<file path="src/rtl/mem_arb_pkg.sv">
// Shared types and defaults for the unified-memory arbiter between the
// instruction-fetch and data ports.
package mem_arb_pkg;

  typedef enum logic {
    IDLE = 1'b0,
    ACC  = 1'b1
  } arb_state_e;

  typedef enum logic {
    INSTR = 1'b0,
    DATA  = 1'b1
  } grant_e;

  localparam int DEFAULT_WAIT_STATES = 2;
  localparam int CNT_W               = 4;

endpackage

</file>
<file path="src/rtl/mem_arbiter_if.sv">
// Core-side request/ready signals and the single memory port, bundled.
// The slave modport is the arbiter's view; master is the surrounding system's view.
interface mem_arbiter_if #(
  parameter int ADDR_W = 32
) ();

  logic              if_req;
  logic [ADDR_W-1:0] if_addr;
  logic [31:0]       if_rdata;
  logic              if_ready;

  logic              d_req;
  logic              d_we;
  logic [ADDR_W-1:0] d_addr;
  logic [31:0]       d_wdata;
  logic [31:0]       d_rdata;
  logic              d_ready;

  logic              mem_en;
  logic              mem_we;
  logic [ADDR_W-1:0] mem_addr;
  logic [31:0]       mem_wdata;
  logic [31:0]       mem_rdata;

  modport slave (
    input  if_req, if_addr, d_req, d_we, d_addr, d_wdata, mem_rdata,
    output if_rdata, if_ready, d_rdata, d_ready,
           mem_en, mem_we, mem_addr, mem_wdata
  );

  modport master (
    output if_req, if_addr, d_req, d_we, d_addr, d_wdata, mem_rdata,
    input  if_rdata, if_ready, d_rdata, d_ready,
           mem_en, mem_we, mem_addr, mem_wdata
  );

endinterface

</file>
<file path="src/rtl/mem_wait_cnt.sv">
// Wait-state counter: loads on grant, counts down to zero during an access.
module mem_wait_cnt
  import mem_arb_pkg::*;
(
  input  logic             clk,
  input  logic             rst_n,
  input  logic             load,
  input  logic [CNT_W-1:0] load_val,
  input  logic             dec,
  output logic             zero
);

  logic [CNT_W-1:0] cnt_q, cnt_d;

  always_comb begin
    cnt_d = cnt_q;
    if (load) begin
      cnt_d = load_val;
    end else if (dec && (cnt_q != '0)) begin
      cnt_d = cnt_q - 1'b1;
    end
  end

  always_ff @(posedge clk or negedge rst_n) begin
    if (!rst_n) begin
      cnt_q <= '0;
    end else begin
      cnt_q <= cnt_d;
    end
  end

  assign zero = (cnt_q == '0);

endmodule

</file>
<file path="src/rtl/mem_arbiter.sv">
// Arbitrates the fetch and data ports onto one single-ported memory, running
// each access through WAIT_STATES extra cycles and pulsing a per-port ready.
module mem_arbiter
  import mem_arb_pkg::*;
#(
  parameter int WAIT_STATES = DEFAULT_WAIT_STATES,
  parameter int ADDR_W      = 32
) (
  input  logic          clk,
  input  logic          reset,
  mem_arbiter_if.slave  bus
);

  localparam logic [CNT_W-1:0] WAIT_LD = CNT_W'(WAIT_STATES);

  arb_state_e        state_q, state_d;
  grant_e            grant_q, grant_d;
  grant_e            last_grant_q, last_grant_d;
  logic [ADDR_W-1:0] addr_q, addr_d;
  logic              we_q, we_d;
  logic [31:0]       wdata_q, wdata_d;
  logic [31:0]       if_rdata_q, if_rdata_d;
  logic [31:0]       d_rdata_q, d_rdata_d;
  logic              if_ready_q, if_ready_d;
  logic              d_ready_q, d_ready_d;

  logic if_elig, d_elig;
  logic cnt_load, cnt_dec, cnt_zero;

  mem_wait_cnt u_wait_cnt (
    .clk      (clk),
    .rst_n    (reset),
    .load     (cnt_load),
    .load_val (WAIT_LD),
    .dec      (cnt_dec),
    .zero     (cnt_zero)
  );

  always_comb begin
    state_d      = state_q;
    grant_d      = grant_q;
    last_grant_d = last_grant_q;
    addr_d       = addr_q;
    we_d         = we_q;
    wdata_d      = wdata_q;
    if_rdata_d   = if_rdata_q;
    d_rdata_d    = d_rdata_q;
    if_ready_d   = 1'b0;
    d_ready_d    = 1'b0;
    cnt_load     = 1'b0;
    cnt_dec      = 1'b0;
    // A port is masked in its own ready cycle so a held request counts as new next cycle.
    if_elig      = bus.if_req && !if_ready_q;
    d_elig       = bus.d_req && !d_ready_q;

    case (state_q)
      IDLE: begin
        if (if_elig || d_elig) begin
          if (if_elig && d_elig) begin
            grant_d = (last_grant_q == DATA) ? INSTR : DATA;
          end else begin
            grant_d = d_elig ? DATA : INSTR;
          end
          if (grant_d == DATA) begin
            addr_d  = bus.d_addr;
            we_d    = bus.d_we;
            wdata_d = bus.d_wdata;
          end else begin
            addr_d  = bus.if_addr;
            we_d    = 1'b0;
          end
          last_grant_d = grant_d;
          cnt_load     = 1'b1;
          state_d      = ACC;
        end
      end
      ACC: begin
        if (!cnt_zero) begin
          cnt_dec = 1'b1;
        end else begin
          if (!we_q) begin
            if (grant_q == DATA) d_rdata_d  = bus.mem_rdata;
            else                 if_rdata_d = bus.mem_rdata;
          end
          if (grant_q == DATA) d_ready_d  = 1'b1;
          else                 if_ready_d = 1'b1;
          state_d = IDLE;
        end
      end
      default: state_d = IDLE;
    endcase
  end

  always_ff @(posedge clk or negedge reset) begin
    if (!reset) begin
      state_q      <= IDLE;
      grant_q      <= INSTR;
      last_grant_q <= INSTR;
      addr_q       <= '0;
      we_q         <= 1'b0;
      wdata_q      <= '0;
      if_rdata_q   <= '0;
      d_rdata_q    <= '0;
      if_ready_q   <= 1'b0;
      d_ready_q    <= 1'b0;
    end else begin
      state_q      <= state_d;
      grant_q      <= grant_d;
      last_grant_q <= last_grant_d;
      addr_q       <= addr_d;
      we_q         <= we_d;
      wdata_q      <= wdata_d;
      if_rdata_q   <= if_rdata_d;
      d_rdata_q    <= d_rdata_d;
      if_ready_q   <= if_ready_d;
      d_ready_q    <= d_ready_d;
    end
  end

  // Strobes decode straight from registered state so an async reset drops them at once.
  assign bus.mem_en    = (state_q == ACC);
  assign bus.mem_we    = (state_q == ACC) && cnt_zero && we_q;
  assign bus.mem_addr  = addr_q;
  assign bus.mem_wdata = wdata_q;
  assign bus.if_rdata  = if_rdata_q;
  assign bus.if_ready  = if_ready_q;
  assign bus.d_rdata   = d_rdata_q;
  assign bus.d_ready   = d_ready_q;

endmodule

</file>
<file path="src/flat_wrapper.sv">
// flat-port wrapper written by rule: the top's interface ports become plain ports
module mem_arbiter_flat import mem_arb_pkg::*;
#(
  parameter int WAIT_STATES = DEFAULT_WAIT_STATES,
  parameter int ADDR_W      = 32
)
  (clk, reset, bus_if_req, bus_if_addr, bus_d_req, bus_d_we, bus_d_addr, bus_d_wdata, bus_mem_rdata, bus_if_rdata, bus_if_ready, bus_d_rdata, bus_d_ready, bus_mem_en, bus_mem_we, bus_mem_addr, bus_mem_wdata);
  mem_arbiter_if #(.ADDR_W(ADDR_W)) bus_i ();
  input  logic clk;
  input  logic reset;
  input wire logic [$bits(bus_i.if_req)-1:0] bus_if_req;
  input wire logic [$bits(bus_i.if_addr)-1:0] bus_if_addr;
  input wire logic [$bits(bus_i.d_req)-1:0] bus_d_req;
  input wire logic [$bits(bus_i.d_we)-1:0] bus_d_we;
  input wire logic [$bits(bus_i.d_addr)-1:0] bus_d_addr;
  input wire logic [$bits(bus_i.d_wdata)-1:0] bus_d_wdata;
  input wire logic [$bits(bus_i.mem_rdata)-1:0] bus_mem_rdata;
  output wire logic [$bits(bus_i.if_rdata)-1:0] bus_if_rdata;
  output wire logic [$bits(bus_i.if_ready)-1:0] bus_if_ready;
  output wire logic [$bits(bus_i.d_rdata)-1:0] bus_d_rdata;
  output wire logic [$bits(bus_i.d_ready)-1:0] bus_d_ready;
  output wire logic [$bits(bus_i.mem_en)-1:0] bus_mem_en;
  output wire logic [$bits(bus_i.mem_we)-1:0] bus_mem_we;
  output wire logic [$bits(bus_i.mem_addr)-1:0] bus_mem_addr;
  output wire logic [$bits(bus_i.mem_wdata)-1:0] bus_mem_wdata;
  assign bus_i.if_req = bus_if_req;
  assign bus_i.if_addr = bus_if_addr;
  assign bus_i.d_req = bus_d_req;
  assign bus_i.d_we = bus_d_we;
  assign bus_i.d_addr = bus_d_addr;
  assign bus_i.d_wdata = bus_d_wdata;
  assign bus_i.mem_rdata = bus_mem_rdata;
  assign bus_if_rdata = bus_i.if_rdata;
  assign bus_if_ready = bus_i.if_ready;
  assign bus_d_rdata = bus_i.d_rdata;
  assign bus_d_ready = bus_i.d_ready;
  assign bus_mem_en = bus_i.mem_en;
  assign bus_mem_we = bus_i.mem_we;
  assign bus_mem_addr = bus_i.mem_addr;
  assign bus_mem_wdata = bus_i.mem_wdata;
  mem_arbiter #(.WAIT_STATES(WAIT_STATES), .ADDR_W(ADDR_W)) u_core (.clk(clk), .reset(reset), .bus(bus_i));
endmodule
</file>
<file path="config.mk">
export PLATFORM = sky130hd
export DESIGN_NAME = mem_arbiter_flat
export DESIGN_NICKNAME = d
export VERILOG_FILES = /design/src/rtl/mem_arb_pkg.sv /design/src/rtl/mem_arbiter_if.sv /design/src/rtl/mem_wait_cnt.sv /design/src/rtl/mem_arbiter.sv /design/src/flat_wrapper.sv
export SDC_FILE = /design/constraint.sdc
export NUM_CORES = 1
export LEC_CHECK = 0
export CAP_MARGIN = 20
export CORE_MARGIN = 1
export CORE_UTILIZATION = 41
export CTS_CLUSTER_DIAMETER = 60
export DETAILED_ROUTE_END_ITERATION = 8
export GPL_ROUTABILITY_DRIVEN = 0
export PLACE_DENSITY = 0.82
export SLEW_MARGIN = 25
export SYNTH_ARGS = -nofsm -noshare
export SYNTH_HDL_FRONTEND = slang
export SYNTH_SLANG_ARGS = --single-unit
</file>
<file path="constraint.sdc">
create_clock -name clk -period 2.2 [get_ports clk]
set_input_delay 0.55 -clock clk [delete_from_list [all_inputs] [get_ports clk]]
set_output_delay 0.55 -clock clk [all_outputs]
set_load 0.02 [all_outputs]
</file>
==> results of run 1 <==
==> cells in the mapped netlist <==
| master | count |
|---|---|
| a21oi_1 | 65 |
| nor2_1 | 35 |
| mux2_4 | 28 |
| dfrtp_1 | 137 |
| clkbuf_1 | 14 |
| nand2b_1 | 3 |
| o21ai_0 | 3 |
| nor3_2 | 1 |
| ha_1 | 2 |
| inv_1 | 3 |
| a21o_1 | 1 |
| nand3_1 | 1 |
| mux2i_1 | 2 |
| buf_6 | 3 |
| and2_1 | 2 |
| a2bb2oi_1 | 1 |
| o21a_1 | 1 |
| and3b_1 | 1 |
| mux2_2 | 68 |
| or2_2 | 1 |
| buf_2 | 7 |
| or3_1 | 1 |
| nand2_1 | 40 |
| nand4bb_1 | 1 |
| or4_1 | 1 |
| nor3b_1 | 1 |
==> flip-flops by register name, summed over array words and instances (netlist names) <==
| signal | flops |
|---|---|
| u_core.bus.d_rdata | 32 |
| u_core.bus.if_rdata | 32 |
| u_core.bus.mem_addr | 32 |
| u_core.bus.mem_wdata | 32 |
| u_core.u_wait_cnt.cnt_q | 4 |
| u_core.bus.d_ready | 1 |
| u_core.bus.if_ready | 1 |
| u_core.bus.mem_en | 1 |
| u_core.grant_q | 1 |
| u_core.we_q | 1 |
==> report_power, final <==
part / internal, mW / total [mW] / switching [mW]
logic: 3.78 / 7.12 / 3.34
clock network: 2.06 / 3.05 / 0.995
registers: 3.80 / 4.54 / 0.742
total: 9.64 / 14.7 / 5.07
==> routing by layer <==
layer  wire, µm  part of all wire  global-route usage  up-vias
li1           -                 -                   -     2017
met1       5660              0.37               0.257     2164
met2       7890              0.52               0.390      202
met3       1040             0.069              0.0685       40
met4        563             0.037               0.121        0
met5          0                 0                   0        -
==> worst max-delay path, cell delays in order (launching register included) <==
cell      delay, ns
dfrtp_1        0.40
inv_2          0.09
ha_4           0.13
nand2b_1       0.08
nor3b_2        0.18
and2_1         0.17
buf_6          0.12
==> placed cells by master (no fill, tap or decap), drive strengths merged <==
cell,instances
clkdlybuf4s50,262
dfrtp,137
mux2,96
a21oi,65
nand2,40
nor2,35
clkbuf,22
buf,22
bufinv,5
clkinv,4
nand2b,3
o21ai,3
inv,3
and2,2
mux2i,2
ha,2
a21o,1
nor3b,1
nand4bb,1
nor3,1
nand3,1
and3b,1
or3,1
or2,1
o21a,1
or4,1
a2bb2oi,1
==> logic make-up after synthesis <==
kind of cell               count (synthesis)
AOI/OAI and AO/OA                         71
adders and majority gates                  2
and+or+nand+nor                           88
buffers and inverters                     27
DFF                                      137
muxes                                     98
==> cell type report <==
type                       instances  area, µm²
sequential                       137       3430
timing repair buffer             284       2910
clock buffer                      22        464
fill                             949       3990
tap                              176        220
clock inverter                     9        170
inverter                           3       11.3
multi-input combinational        259       2000
==> worst paths after layout <==
kind                                       startpoint                  endpoint  slack (ns)  cells after the start
setup / recovery           u_core.u_wait_cnt.cnt_q[1]                bus_mem_we        0.07                      6
hold / removal                                  reset   u_core.bus.if_rdata[19]        0.04                      1
setup reg to reg                       u_core.grant_q  u_core.bus.mem_wdata[18]        0.40                      4
hold reg to reg                 u_core.bus.d_rdata[3]     u_core.bus.d_rdata[3]        0.50                      1
max in group asynchronous                       reset     u_core.bus.d_rdata[1]        1.51                      2
min in group clk                u_core.bus.d_rdata[3]     u_core.bus.d_rdata[3]        0.50                      1
==> through the flow <==
step,instances,hold WS [ns],setup TNS [ns]
after global routing,890,0.0462,-0.0151
final,890,0.0369,0
after floorplan,423,0.254,0
after detailed placement,856,0.477,-1.32
after global placement,856,0.469,-0.661
after CTS,887,0.0326,0
==> timing repair <==
action | 4_1_cts | 5_1_grt
resized for setup | 8 | 3
setup buffers | 0 | 3
hold buffers | 0 | 0
pin swaps | 0 | 2
endpoints found under the setup margin | 1 | 1
==> impl_results.md, run 1 <==
* Post-Syn Area at 0.00553 mm²
* Total Power at 14.7 mW
* Drt total wl at 15200 µm
* Global route overflow at 0
* CTS root buf: clkbuf_16
* XOR/XNOR share of the synthesized area at 0
* Max-slew headroom at 0.718
* Share of cells above drive strength 1 at 0.217
* Placed inst area at 0.00853 mm²
* Via count at 4423
* Antenna-violating nets left at 0
* GRT Total Usage at 0.228
* Fin util at 0.698
* Clk slew on worst S/H paths at 0.05 ns
* Final number of max-transition violations at 0
* Multiplexer share of the synthesized area at 0.218
* Worst vdd ir at 0.732 mV
* Total clock buffers created by CTS at 17
* Max clock buf depth at 2
* Layout area overhead at 66.4%
* Cell area after layout at 0.00920 mm²
* Synth unique cells at 26
* Area leader, netlist: dfrtp_1
* Vias/cell at 4.97
* Final period utilization at 0.967
* Final hold violations at 0
* Post-DP HPWL at 10900 µm
* Final worst path period need at 2.13 ns
* Crit Path Max Fanout at 2
* Depth of the CTS H-tree at 4
* Synth Instances at 423
* Final layout net count at 837
* Initial Util at 0.419
* Clock skew at 0.00500 ns
* Die span in x at 118 µm
* Yosys reg bits at 137
* Post-detailed-route wirelength per cell at 17.0 µm
* Worst-Skew Late Latency at 0.41 ns
* Startpoint class of the critical path: flip-flop
* Net Count, Synth at 558
* Post-synthesis simple-gate area fraction at 0.0679
* Synth Area in Compound Gates at 0.0658
* N_diodes at 0
* Core Area at 0.0132 mm²
* Row count at 42
* Syn. warnings at 0
* Post-synth top area share at 0.620
* Largest net degree at the start of global routing at 61
* Top-level port count at 265
* Drt initial violations at 242
* Synth Area in Adders at 0.00452
* Mapped Avg Cell Area at 13.1 µm²
* Final setup vio count at 0
* Synth area leaders: dfrtp_1 (62%), mux2_2 (14%), mux2_4 (7.6%)
* Global-route wire length before repair at 24600 µm
* WS Path Type: reg2out
* Worst-margin pin slew at 0.419 ns
* Vias in the first global route at 4708
* PD cells at 1600 mW/mm²
* Clock net sink count at 137
* Leak at 4.01 nW
* Die height at 118 µm
* Sequential share of the synthesized area at 0.620
* Die area at 0.0140 mm²
* Largest family of logic cells by synthesized area: multiplexers
* DRT Pass-1 Iters at 4
* Worst endpoint required time at 1.65 ns
* Initial antenna violation count at 0
* DRC Markers at 0
* Worst slack, placed at -0.0692 ns
* Hold WC Path Type: in2async
* I/O Buffers at 264
* Critical Path End Type: output port
* CTS tree: done
* Max Cap Violations at 0
* Post-route setup slack at 0.0726 ns
* Fmax at 0.470 GHz
* Critical Path AT at 1.58 ns
* Status: completed
No activity file was read; power rests on OpenSTA's default activity.
==> run 2, diff against run 1 <==
CORE_ASPECT_RATIO = 1.1   (was not set)
==> run 2 against run 1 <==
Compared with the run above: critical endpoint unchanged; critical path type unchanged; via count shrank 0.59%; hold slack improved by 0.050 ns; register-to-register slack got worse by 0.12 ns; maximum frequency down 0.95%; largest power group unchanged; first-iteration DRC count shrank 22%; clock skew is 0.0087 ns higher; sequential power about the same; utilization fell by 0.26 points.
==> impl_results.md, run 2 (same netlist as run 1, synthesis figures left out) <==
* Status: completed
* Drt total wl at 15100 µm
* Core Area at 0.0132 mm²
* Clock skew at 0.0137 ns
* PD cells at 1570 mW/mm²
* Worst vdd ir at 0.824 mV
* Crit Path Max Fanout at 2
* DRC Markers at 0
* CP max stage cell: dfrtp_1
* Global-route wire length before repair at 23400 µm
* Critical Path End Type: output port
* Reg-to-reg endpoint: u_core.bus.if_rdata[13]
* Worst endpoint required time at 1.65 ns
* Worst slack, placed at -0.151 ns
* Final hold violations at 0
* N_diodes at 0
* Final setup vio count at 0
* Worst-margin pin slew at 0.509 ns
* Vias/cell at 5.00
* Antenna-violating nets left at 0
* Total clock buffers created by CTS at 17
* DRT Pass-1 Iters at 4
* Global route overflow at 0
* Leak at 3.98 nW
* Worst r2r path cells at 7
* Row count at 44
* CP cell instances: inv_2 -> ha_4 -> nand2b_4 -> nor3b_2 -> and2_1 -> buf_4
* WS Path Type: reg2out
* Initial antenna violation count at 0
* Post-detailed-route wirelength per cell at 17.2 µm
* Clk slew on worst S/H paths at 0.06 ns
* Drt initial violations at 189
* Final layout net count at 841
* Max Cap Violations at 0
* CTS tree: done
* Fmax at 0.466 GHz
* Clock net sink count at 137
* Depth of the CTS H-tree at 4
* Largest net degree at the start of global routing at 52
* Initial Util at 0.420
* Layout area overhead at 65.3%
* Die area at 0.0140 mm²
* Top-level port count at 265
* Fill cell count at 941
* Hold WC Path Type: in2async
* Final number of max-transition violations at 0
* Worst r2r src: u_core.u_wait_cnt.cnt_q[1]
* Most frequent cells in the layout: clkdlybuf4s50_1 (262), dfrtp_1 (137), mux2_2 (68)
* Vias in the first global route at 4611
* Non-Filler Instances at 880
* Die span in x at 113 µm
* CP peak stage delay at 0.39 ns
* Startpoint class of the critical path: flip-flop
* FF+latch area at 0.00343 mm²
* Post-DP HPWL at 10800 µm
* CTS root buf: clkbuf_16
* Multi-input gate area at 0.00201 mm²
* Post-route setup slack at 0.0523 ns
* Die height at 124 µm
* Worst hold slack at 0.0867 ns
* R2r setup slk at 0.28 ns
* Worst-Skew Late Latency at 0.42 ns
* I/O Buffers at 264
* Max-slew headroom at 0.661
* Final period utilization at 0.976
* GRT Total Usage at 0.222
* Max clock buf depth at 2
* Via count at 4397
* Share of cells above drive strength 1 at 0.228
* Critical Path AT at 1.60 ns
* Commonest non-fill, non-tap cell in the layout: clkdlybuf4s50_1
* Final worst path period need at 2.15 ns
* Placed cell count at 845
==> run 2: cell types whose count changed in the layout (fill, tap and decap cells not counted), sizes merged <==
cell	change
inv	+2
bufinv	-4
clkbuf	-4
clkinv	+2
buf	+4
clkinvlp	+5
==> run 2: area by class of cell <==
class	count	share of cell area
inverters	3	0.00123
clock inverters	14	0.0134
flip-flops and latches	137	0.375
repair buffers	288	0.321
clock buffers	18	0.0480
well taps	161	0.0220
multi-input cells	259	0.220
==> run 2: repair_timing <==
item                                    4_1_cts  5_1_grt
endpoints found under the hold margin         0        0
pin swaps                                     1        2
hold buffers                                  0        0
setup buffers                                 1        2
endpoints found under the setup margin        1        1
gates cloned                                  0        0
gates resized for setup                       8        3
==> run 2: worst max-delay path, delay by kind of cell (launching register included) <==
family	cells	cell delay, ns
adders and majority gates	1	0.16
and+or+nand+nor	3	0.40
buffers and inverters	2	0.23
DFF	1	0.39
==> run 2: worst max-delay path by stage <==
stage,start,endpoint,slack [ns],cells past startpoint
after global placement,bus_if_req,u_core.bus.mem_wdata[14],-0.04,5
after detailed placement,u_core.u_wait_cnt.cnt_q[1],bus_mem_we,-0.15,6
after global routing,u_core.u_wait_cnt.cnt_q[1],bus_mem_we,-0.006,6
after CTS,u_core.u_wait_cnt.cnt_q[0],bus_mem_we,0.02,6
final,u_core.u_wait_cnt.cnt_q[1],bus_mem_we,0.05,6
after floorplan,bus_if_req,u_core.bus.mem_wdata[10],0.47,5
==> run 2: layer usage <==
layer | routed length [µm] | GRT usage | up-vias | share of wire
li1 | - | - | 2021 | -
met1 | 5740 | 0.243 | 2156 | 0.38
met2 | 7980 | 0.396 | 194 | 0.53
met3 | 1080 | 0.0686 | 26 | 0.071
met4 | 324 | 0.106 | 0 | 0.021
met5 | 0 | 0 | - | 0
==> run 2: metrics by stage <==
step                      TNS [ns]  power, mW  cell area [µm²]  utilization
after global routing      -0.00599       15.1             9150        0.695
after detailed placement     -2.55       11.7             8540        0.649
after CTS                        0       14.4             9110        0.693
final                            0       14.4             9150        0.695
after global placement       -1.23       11.4             8540        0.649
after floorplan                  0       8.05             5530            -
==> run 2: report_power, final <==
| part | internal [mW] | switching [mW] |
|---|---|---|
| Combinational | 3.82 | 3.35 |
| Sequential | 3.80 | 0.729 |
| Clock | 1.58 | 1.09 |
